[config.mk]
export PLATFORM = sky130hd
export DESIGN_NAME = switch_input
export DESIGN_NICKNAME = d
export VERILOG_FILES = /design/src/rtl/switch_input.sv
export SDC_FILE = /design/constraint.sdc
export NUM_CORES = 1
export LEC_CHECK = 0
export CAP_MARGIN = 20
export CORE_ASPECT_RATIO = 0.9
export CORE_MARGIN = 4
export CORE_UTILIZATION = 45
export CTS_BUF_LIST = sky130_fd_sc_hd__clkbuf_4 sky130_fd_sc_hd__clkbuf_8 sky130_fd_sc_hd__clkbuf_16
export CTS_CLUSTER_SIZE = 40
export DETAILED_ROUTE_END_ITERATION = 10
export DONT_BUFFER_PORTS = 1
export PLACE_DENSITY = 0.64
export SYNTH_ARGS = -nofsm -noshare
export SYNTH_HDL_FRONTEND = slang
export SYNTH_SLANG_ARGS = --single-unit
[constraint.sdc]
create_clock -name clock -period 4.84 [get_ports clock]
set_clock_uncertainty 0.2 [all_clocks]
set_input_delay 0.968 -clock clock [delete_from_list [all_inputs] [get_ports clock]]
set_output_delay 0.968 -clock clock [all_outputs]
set_load 0.1 [all_outputs]
[src/rtl/switch_input.sv]
// Debounced, handshaked switch front-end for the processor's SWITCH_ADDR read path.
// A request is answered after one complete debounced press/release of the strobe switch.
module switch_input #(
  parameter int DATA_WIDTH      = 17,
  parameter int SYNC_STAGES     = 2,
  parameter int DEBOUNCE_CYCLES = 500000
) (
  input  logic                  clock,
  input  logic                  reset_n,
  input  logic [DATA_WIDTH-1:0] sw_data,
  input  logic                  sw_strobe,
  input  logic                  req,
  output logic [DATA_WIDTH-1:0] value,
  output logic                  valid,
  output logic                  waiting,
  output logic                  strobe_db
);

  localparam int CNT_W = (DEBOUNCE_CYCLES > 2) ? $clog2(DEBOUNCE_CYCLES) : 1;
  localparam logic [CNT_W-1:0] CNT_TERM = CNT_W'(DEBOUNCE_CYCLES - 1);

  typedef enum logic [1:0] {
    IDLE         = 2'd0,
    WAIT_PRESS   = 2'd1,
    WAIT_RELEASE = 2'd2,
    DONE         = 2'd3
  } state_t;

  logic [DATA_WIDTH-1:0] data_sync [SYNC_STAGES];
  logic                  strobe_sync [SYNC_STAGES];
  logic [DATA_WIDTH-1:0] data_s;
  logic                  strobe_s;

  logic [CNT_W-1:0]      cnt_reg;
  logic                  strobe_db_reg;
  logic                  strobe_db_dly_reg;
  logic                  press_reg;
  logic                  release_reg;

  state_t                state_reg;
  state_t                state_next;
  logic                  capture;
  logic [DATA_WIDTH-1:0] value_reg;

  // Synchronizer chains; stage 0 samples the raw asynchronous switches.
  genvar gi;
  generate
    for (gi = 0; gi < SYNC_STAGES; gi++) begin : g_sync
      always_ff @(posedge clock) begin
        if (!reset_n) begin
          data_sync[gi]   <= '0;
          strobe_sync[gi] <= 1'b0;
        end else if (gi == 0) begin
          data_sync[gi]   <= sw_data;
          strobe_sync[gi] <= sw_strobe;
        end else begin
          data_sync[gi]   <= data_sync[(gi > 0) ? gi - 1 : 0];
          strobe_sync[gi] <= strobe_sync[(gi > 0) ? gi - 1 : 0];
        end
      end
    end
  endgenerate

  assign data_s   = data_sync[SYNC_STAGES-1];
  assign strobe_s = strobe_sync[SYNC_STAGES-1];

  // A new strobe level is accepted only after DEBOUNCE_CYCLES consecutive mismatches.
  always_ff @(posedge clock) begin
    if (!reset_n) begin
      cnt_reg       <= '0;
      strobe_db_reg <= 1'b0;
    end else if (strobe_s == strobe_db_reg) begin
      cnt_reg <= '0;
    end else if (cnt_reg == CNT_TERM) begin
      strobe_db_reg <= strobe_s;
      cnt_reg       <= '0;
    end else begin
      cnt_reg <= cnt_reg + CNT_W'(1);
    end
  end

  always_ff @(posedge clock) begin
    if (!reset_n) begin
      strobe_db_dly_reg <= 1'b0;
      press_reg         <= 1'b0;
      release_reg       <= 1'b0;
    end else begin
      strobe_db_dly_reg <= strobe_db_reg;
      press_reg         <= strobe_db_reg & ~strobe_db_dly_reg;
      release_reg       <= ~strobe_db_reg & strobe_db_dly_reg;
    end
  end

  always_ff @(posedge clock) begin
    if (!reset_n) begin
      state_reg <= IDLE;
    end else begin
      state_reg <= state_next;
    end
  end

  // Dropping req aborts an outstanding request, even on the cycle of a press or release.
  always_comb begin
    state_next = state_reg;
    capture    = 1'b0;
    case (state_reg)
      IDLE: begin
        if (req) state_next = WAIT_PRESS;
      end
      WAIT_PRESS: begin
        if (!req) begin
          state_next = IDLE;
        end else if (press_reg) begin
          capture    = 1'b1;
          state_next = WAIT_RELEASE;
        end
      end
      WAIT_RELEASE: begin
        if (!req) state_next = IDLE;
        else if (release_reg) state_next = DONE;
      end
      DONE: begin
        state_next = IDLE;
      end
      default: state_next = IDLE;
    endcase
  end

  always_ff @(posedge clock) begin
    if (!reset_n) begin
      value_reg <= '0;
    end else if (capture) begin
      value_reg <= data_s;
    end
  end

  assign value     = value_reg;
  assign valid     = (state_reg == DONE);
  assign waiting   = (state_reg == WAIT_PRESS) || (state_reg == WAIT_RELEASE);
  assign strobe_db = strobe_db_reg;

endmodule

=== Yosys cells after proc, flatten, opt, wreduce, memory -nomap -nowiden ===
Memory sizes are Yosys's and may differ from the RTL's. A register that Yosys moved wholly into a read port is not among the register bits.
Index checks and enable logic that the tools add are counted.

* Memories: 2
* Register bits after elaboration: 25
* Word-level logic and storage cells: 48
* Bits of input ports: 21
* Latch bits: 0
* Memory bits (read-only): 0
* Output and inout bits: 20
* Bits in writable memories: 36

{| class="wikitable"
|+ Memories
! name !! depth !! bits a word !! rd ports !! clocked after Yosys merged registers in !! wr ports !! line !! RTL
|-
| data_sync || 2 || 17 || 2 || 1 || 2 || 29 || <nowiki>logic [DATA_WIDTH-1:0] data_sync [SYNC_STAGES];</nowiki>
|-
| strobe_sync || 2 || 1 || 2 || 0 || 2 || 30 || <nowiki>logic strobe_sync [SYNC_STAGES];</nowiki>
|}

* Add/subtract/negate cells: 1
* Reductions and logical operators: 6
* Mux-type cells: 15
* Order comparisons: 0
* Divide/modulo/power cells: 0
* Bitwise operators: 10
* Equality and inequality tests: 8
* Multiply operators: 0
* Shift-type cells: 0

{| class="wikitable"
|+ Operator list
! operator !! number
|-
| 2-to-1 mux 17 bit || 2
|-
| adder 19 x 1 -> 19 bit, second input constant || 1
|-
| equality test 19 bit, second input constant || 1
|-
| 2-to-1 mux 2 bit || 5
|-
| case mux 2 bit (4 select lines) || 1
|-
| 2-to-1 mux 1 bit || 7
|-
| != test 3 bit, second input constant || 2
|-
| equality test 2 bit, second input constant || 2
|-
| NOT 1 bit || 4
|-
| OR 1 bit || 4
|-
| AND reduction 3 bit || 1
|-
| OR reduction 3 bit || 1
|-
| bitwise AND 1 bit || 2
|-
| equality test 2 x 1 -> 1 bit, second input constant || 1
|-
| zero test 2 bit || 1
|-
| != test 2 bit, second input constant || 1
|-
| AND reduction 2 bit || 1
|-
| equality test 1 bit || 1
|-
| zero test 1 bit || 1
|-
| logical OR 1 bit || 1
|}

=== Longest topological paths before layout ===
Gate-level depths: netlist of run 1.

* Depth in word-level cells: 3
* Depth in mapped cells: 7
* Depth with buffers taken out: 6

=== Worst setup path after synthesis of run 1 ===
Ideal clock, no wire load.

* Path kind: reg-to-output
* Start: register state_reg[1]
* End: output port waiting
* Stages on the path, launching flop included: 3
* Data required time: 3.672 ns
* Slack: 2.412 ns
* Buffers on the path: 0
* Data arrival time: 1.260 ns
* Cells stage by stage: dfxtp_1 > inv_1 > ha_1

* Word-level cells in the longest chain between the ends: 2
* Elaborated cells on any way between the ends: 3
* Those cells by class: eq/ne (2); reduce/logical (1)

{| class="wikitable"
|+ RTL lines
! what !! line !! RTL
|-
| start: declaration || 40 || <nowiki>state_t state_reg;</nowiki>
|-
| start signal: assignment || 98 || <nowiki>state_reg <= state_next;</nowiki>
|-
| equality test 2 x 1 -> 1 bit or equality test 2 bit (tied branches) || 139 || <nowiki>assign waiting = (state_reg == WAIT_PRESS) || (state_reg == WAIT_RELEASE);</nowiki>
|-
| logical OR 1 bit (*) || 139 ||
|-
| end: declaration || 15 || <nowiki>output logic waiting,</nowiki>
|}

Every way passes the cells marked *; elsewhere a longest branch is shown, timed or not.

=== Final worst setup path of run 1 ===
Ends and elaborated chain as after synthesis.

==> impl_metrics.csv, run 1 <==
group,metric,value,unit
synthesis,synth-async-reset-ratio,0,%
run,drv_cap,0,
clocking,cts.clk_slew.worst_paths,0.08,ns
power_and_ir_drop,p_total,1.23,mW
timing,worst_pin_slew,1.08,ns
synthesis,synth-seq-cells,78,
clocking,cts_root_buf,"clkbuf_8",
critical_path,cp.depth,2,
timing,setup_viol,0,
floorplanning,core_area,5820,um^2
critical_path,critPathSlowestCell,"ha_1",
clocking,h-tree-depth,3,
floorplanning,fp-row-count,26,
global_route,grt_overflow,0,
critical_path,path_class,"flop to primary output",
clocking,cts.sinks,78,
detailed_routing,vias,1747,
min_path,worstHoldStart,"strobe_db_dly_reg",
layout,fin_nets,310,
power_and_ir_drop,p_comb_share,3.2,%
placed_design,port_buffers,0,
layout,n_fill_cell,538,
synthesis,ys_types,32,
timing,hold_viol_final,0,
power_and_ir_drop,p_seq_share,53.6,%
detailed_routing,wl_per_cell,13.0,um
floorplanning,initial_core_util,47.8,%
detailed_routing,antenna_left,0,
synthesis,netlist_area,2780,um^2
synthesis,synthFlopType,"dfxtp_1",
critical_path,reg2reg_slack,2.78,ns
critical_path,worstPathArrival,1.68,ns
timing,tns,0,ns
critical_path,reg2regPathDepth,4,
clocking,cts_buffer_depth,2,
critical_path,path_cells,"inv_1, ha_1",
floorplanning,fp.dieArea,7510,um^2
critical_path,required,3.67,ns
layout,drive_gt1_share,8.68,%
critical_path,crit_family,"adder cells",
clocking,hold_buffers,0,
layout,diodes,0,
global_route,antenna_found_initial,0,
critical_path,cp-startpoint,"state_reg[1]",
floorplanning,die_y,82.6,um
placed_design,gp_congestion,0.834,
critical_path,endpoint_kind,"primary output",
detailed_routing,finalWirelength,4670,um
timing,rsz0062_at_grt,"false",
global_route,grt_max_degree,49,
layout,largest_reg_flops,34,
floorplanning,io_pins,41,
clocking,clk_latency,0.35,ns
clocking,cts_setup_buffers,0,
power_and_ir_drop,p_leak,1.08,nW
synthesis,synth_edf_count,0,
power_and_ir_drop,power.net_switching,264,uW
critical_path,slowest_delay,0.86,ns
synthesis,yosys_warnings,0,
status,status,"finished, final reports clean",
power_and_ir_drop,ir_drop,0.263,mV
timing,min_period,2.85,ns
critical_path,worstPathMaxFanout,4,
detailed_routing,drtIter0Drc,81,
timing,slew_headroom,28.0,%
timing,maxSlewViolCount,0,
detailed_routing,drc,0,
power_and_ir_drop,switching_share,21.4,%
critical_path,r2r_start,"strobe_db",
clocking,cts_tree,"yes",
synthesis,synth.net_count,309,
min_path,hold-path-cell-count,1,
timing,period_share,58.9,%
clocking,numCtsBuffers,9,
synthesis,syn-mean-instance-area,9.87,um^2
power_and_ir_drop,internal_power,971,uW
power_and_ir_drop,p_per_area,405,nW/um^2
synthesis,yosysSeqAreaShare,56.1,%
global_route,grtUsageTotal,14.0,%
placed_design,dp_hpwl,3140,um
global_route,grt_pass1_wl,8090,um
critical_path,startpoint_type,"flop",
detailed_routing,avgViaCountPerCell,4.88,
power_and_ir_drop,power.clock.fraction,43.2,%
timing,fmax,0.351,GHz
global_route,grt_pass1_vias,1688,
synthesis,netlist_instances,282,
critical_path,crit_buf_inv,1,
clocking,cts_resized,0,
min_path,holdCritPathClass,"flop to flop",
layout,area_growth,9.48,%
floorplanning,die_x,90.9,um
detailed_routing,drt-pass1-iter-count,4,
-- worst reg2reg max path, delay by kind of cell, from the launching register on --
| family | cells | cell delay (ns) |
|---|---|---|
| AO/OA/AOI/OAI | 2 | 0.35 |
| XOR/XNOR | 1 | 0.16 |
| flip-flops | 1 | 1.04 |
| AND/OR/NAND/NOR | 1 | 0.24 |
-- layout make-up --
class                   count  area [um^2]  share of cell area, %
flip-flops and latches     78         1560                   51.2
multi-input cells         185         1140                   37.4
clock buffers              10          131                   4.31
well taps                  70         87.6                   2.87
inverters                   9         33.8                   1.11
clock inverters             6         92.6                   3.04
-- metal layers --
layer  global-route usage, %  up-vias  part of all wire [%]
li1                        -      924                     -
met1                    16.3      784                    47
met2                    22.2       34                    44
met3                    7.16        5                   7.6
met4                    5.42        0                   1.0
met5                       0        -                     0
-- worst paths after layout --
check | end
max | waiting
min | press_reg
max reg2reg | cnt_reg[17]
min reg2reg | press_reg
-- layout by cell type (no fill, tap or decap), types with 2 or more instances in the layout --
cell / n
bufinv_16: 2
and3_1: 4
ha_1: 6
inv_1: 9
nand4_1: 5
nand2_1: 40
nor3_1: 4
nand3_1: 5
clkinvlp_4: 2
nand3_2: 2
xnor2_1: 14
a21oi_1: 11
a211oi_1: 2
inv_6: 2
nor4_1: 6
xor2_1: 2
dfxtp_1: 78
nor2_1: 27
clkbuf_8: 9
nand2b_1: 2
and2_1: 36
a21boi_0: 8
-- logic make-up after synthesis --
| group | share of synthesized area (%) |
|---|---|
| simple gates | 26.8 |
| xor+xnor | 5.03 |
| fa+ha+maj | 2.70 |
| buf+inv | 2.92 |
| compound gates | 6.11 |
| mux | 0.360 |
| flops | 56.1 |
-- cell usage after synthesis (2+ instances only) --
cell,number,area [um^2]
clkbuf_1,7,26.3
and2_1,36,225
xnor2_1,14,123
buf_2,2,10.0
nor3_1,4,20.0
a21oi_1,11,55.1
a21boi_0,8,60.1
inv_1,9,33.8
xor2_1,2,17.5
nor4_1,6,37.5
dfxtp_1,78,1560
nand4_1,5,31.3
ha_1,6,75.1
nor2_1,27,101
a211oi_1,2,15.0
nand2b_1,2,12.5
nand2_1,40,150
and3_1,4,25.0
nand3_1,5,25.0
nand3_2,2,20.0
-- metrics by stage --
stage	cell area [um^2]	util (%)	instances	worst slack, ns	hold WS [ns]
2_1_floorplan	2780	-	282	2.41	0.193
3_3_place_gp	2820	48.5	342	2.38	0.200
3_5_place_dp	2820	48.5	342	2.35	0.205
4_1_cts	3050	52.3	358	1.96	0.209
5_1_grt	3050	52.3	358	1.91	0.219
6_report	3050	52.3	358	1.99	0.207
-- power by group through the flow --
stage / combinational (mW) / sequential, mW / clock (mW)
final: 0.0394 / 0.661 / 0.534
after global routing: 0.0443 / 0.663 / 0.576
after CTS: 0.0401 / 0.662 / 0.548
after detailed placement: 0.0397 / 0.677 / 0
after global placement: 0.0390 / 0.676 / 0
after floorplan: 0.0389 / 0.675 / 0
Note: power is estimated with default switching activity, not from simulation.
==> run 2: changes to the inputs <==
--- a/config.mk
+++ b/config.mk
@@ -5,6 +5,7 @@
 export SDC_FILE = /design/constraint.sdc
 export NUM_CORES = 1
 export LEC_CHECK = 0
+export ABC_AREA = 1
 export CAP_MARGIN = 20
 export CORE_ASPECT_RATIO = 0.9
 export CORE_MARGIN = 4
==> constraint.sdc (replaced) <==
create_clock -name clock -period 2.98 [get_ports clock]
set_clock_uncertainty 0.2 [all_clocks]
set_input_delay 0.596 -clock clock [delete_from_list [all_inputs] [get_ports clock]]
set_output_delay 0.596 -clock clock [all_outputs]
set_load 0.1 [all_outputs]
==> run 2 against run 1 <==
  * Via count is 21% higher
  * Synthesized cell count grew 37%
  * Non-clock buffer count up 6
  * Largest cell class unchanged
  * Highest routed layer is now met3
==> impl_metrics.csv, run 2 <==
group,metric,value,unit
floorplanning,io_pins,41,
synthesis,netlist_instances,386,
floorplanning,initial_core_util,47.2,%
synthesis,synth_compound_area_share,8.40,%
critical_path,r2r_start,"cnt_reg[0]",
floorplanning,fp-row-count,27,
detailed_routing,drc,0,
synthesis,ys_types,23,
detailed_routing,drtIter0Drc,93,
clocking,numCtsBuffers,9,
timing,worst_pin_slew,0.981,ns
timing,setup_viol,0,
global_route,grt_max_degree,60,
synthesis,synth_most_common_cell,"nand2_1",
clocking,cts.clk_slew.worst_paths,0.08,ns
synthesis,synthSimpleGateAreaFrac,22.7,%
clocking,hold_buffers,0,
synthesis,synth.net_count,413,
timing,period_share,73.3,%
synthesis,netlist_area,2950,um^2
layout,drive_gt1_share,8.54,%
timing,maxSlewViolCount,0,
synthesis,yosysTopAreaCell,"dfxtp_1",
synthesis,synthAdderAreaFrac,2.55,%
global_route,grt_pass1_wl,8470,um
detailed_routing,drt-pass1-iter-count,4,
synthesis,syn-mean-instance-area,7.64,um^2
timing,min_period,2.18,ns
synthesis,synth_area_leaders,"dfxtp_1 (53%), nand2_1 (11%), inv_1 (9.8%)",
critical_path,endpoint_kind,"primary output",
synthesis,netlist_top_cells_count,"nand2_1 (89), dfxtp_1 (78), inv_1 (77), nor2_1 (41), a21oi_1 (26)",
clocking,cts.sinks,78,
critical_path,path_class,"flop to primary output",
clocking,cts_tree,"yes",
layout,largest_reg_flops,34,
floorplanning,core_area,6250,um^2
timing,slew_headroom,34.5,%
power_and_ir_drop,p_per_area,658,nW/um^2
synthesis,synth-async-reset-ratio,0,%
critical_path,reg2reg_slack,1.26,ns
floorplanning,fp.dieArea,7910,um^2
synthesis,yosysTopAreaCellShare,53.0,%
synthesis,yosys.area_share.xor_xnor,2.08,%
layout,utilization,52.2,%
clocking,cts_setup_buffers,0,
detailed_routing,avgViaCountPerCell,4.35,
global_route,grt_pass1_vias,2041,
detailed_routing,antenna_left,0,
clocking,cts_root_buf,"clkbuf_8",
synthesis,synth_top_family_by_area,"simple AND/OR/NAND/NOR gates",
synthesis,synthFlopType,"dfxtp_1",
global_route,antenna_found_initial,0,
synthesis,yosys_warnings,0,
placed_design,port_buffers,0,
detailed_routing,finalWirelength,4790,um
status,status,"finished, final reports clean",
min_path,worstHoldStart,"sw_data[4]",
clocking,cts_resized,0,
clocking,clk_latency,0.34,ns
synthesis,synthMuxAreaShare,0,%
critical_path,worstPathArrival,1.39,ns
clocking,h-tree-depth,3,
synthesis,synth-seq-cells,78,
critical_path,cp-startpoint,"state_reg[0]",
placed_design,gp_congestion,0.830,
synthesis,synth_edf_count,0,
synthesis,yosysSeqAreaShare,53.0,%
clocking,cts_buffer_depth,2,
layout,layout_common_cells,"nand2_1 (89), dfxtp_1 (78), inv_1 (77)",
global_route,grtUsageTotal,13.3,%
placed_design,dp_hpwl,3360,um
critical_path,worstPathMaxFanout,4,
timing,hold_viol_final,0,
detailed_routing,wl_per_cell,9.87,um
layout,final_common_cell,"nand2_1",
detailed_routing,vias,2109,
layout,diodes,0,
floorplanning,die_x,93.3,um
power_and_ir_drop,p_leak,1.45,nW
timing,rsz0062_at_grt,"false",
global_route,grt_overflow,0,
min_path,holdCritPathClass,"primary input to flop",
timing,fmax,0.458,GHz
critical_path,startpoint_type,"flop",
layout,fin_nets,420,
critical_path,required,2.18,ns
run,drv_cap,0,
power_and_ir_drop,ir_drop,0.344,mV
floorplanning,die_y,84.8,um
timing,tns,0,ns
layout,area_growth,10.7,%
-- run 2: kinds of logic after synthesis --
logic type | count (synthesis)
buffers and inverters | 87
AO/OA/AOI/OAI | 49
XOR/XNOR | 7
flip-flops | 78
AND/OR/NAND/NOR | 159
adder cells (fa/ha/maj) | 6
-- run 2: worst max-delay path, cell delays in order, from the launching register on --
cell and delay (ns):
dfxtp_1 0.37, inv_1 0.10, ha_1 0.29, buf_4 0.28
-- run 2: path summary, 6_finish.rpt --
check / to / cells after the start
setup / recovery: waiting / 3
hold / removal: data_sync[0][4] / 2
setup reg to reg: cnt_reg[18] / 8
hold reg to reg: data_sync[1][10] / 2
-- run 2: where the power goes --
group	switching, mW	internal, mW
sequential	0.0162	1.08
combinational	0.185	0.0683
clock	0.383	0.415
total	0.585	1.56
-- run 2: layout make-up --
type                            instances  area, um^2
Clock buffer                           10         138
Clock inverter                          6        68.8
Fill cell                             596        2990
Inverter                               77         289
Multi-Input combinational cell        221        1050
Sequential cell                        78        1560
Tap cell                               87         109
Timing Repair Buffer                    6        45.0
-- run 2: through the flow --
stage | hold slack, ns | cells | setup WS, ns | area [um^2] | total power [mW]
after floorplan | 0.190 | 386 | 0.925 | 2950 | 1.34
after global placement | 0.192 | 469 | 1.21 | 3060 | 1.37
after detailed placement | 0.195 | 469 | 1.17 | 3060 | 1.37
after CTS | 0.125 | 485 | 0.772 | 3260 | 2.18
after global routing | 0.121 | 485 | 0.706 | 3260 | 2.26
final | 0.143 | 485 | 0.797 | 3260 | 2.15
-- run 2: routing by layer --
| layer | track usage (%) | vias to the layer above | part of all wire [%] |
|---|---|---|---|
| met5 | 0 | - | 0 |
| met4 | 3.99 | 0 | 0 |
| met3 | 6.27 | 0 | 6.3 |
| met2 | 22.6 | 33 | 47 |
| met1 | 14.8 | 909 | 47 |
| li1 | - | 1167 | - |
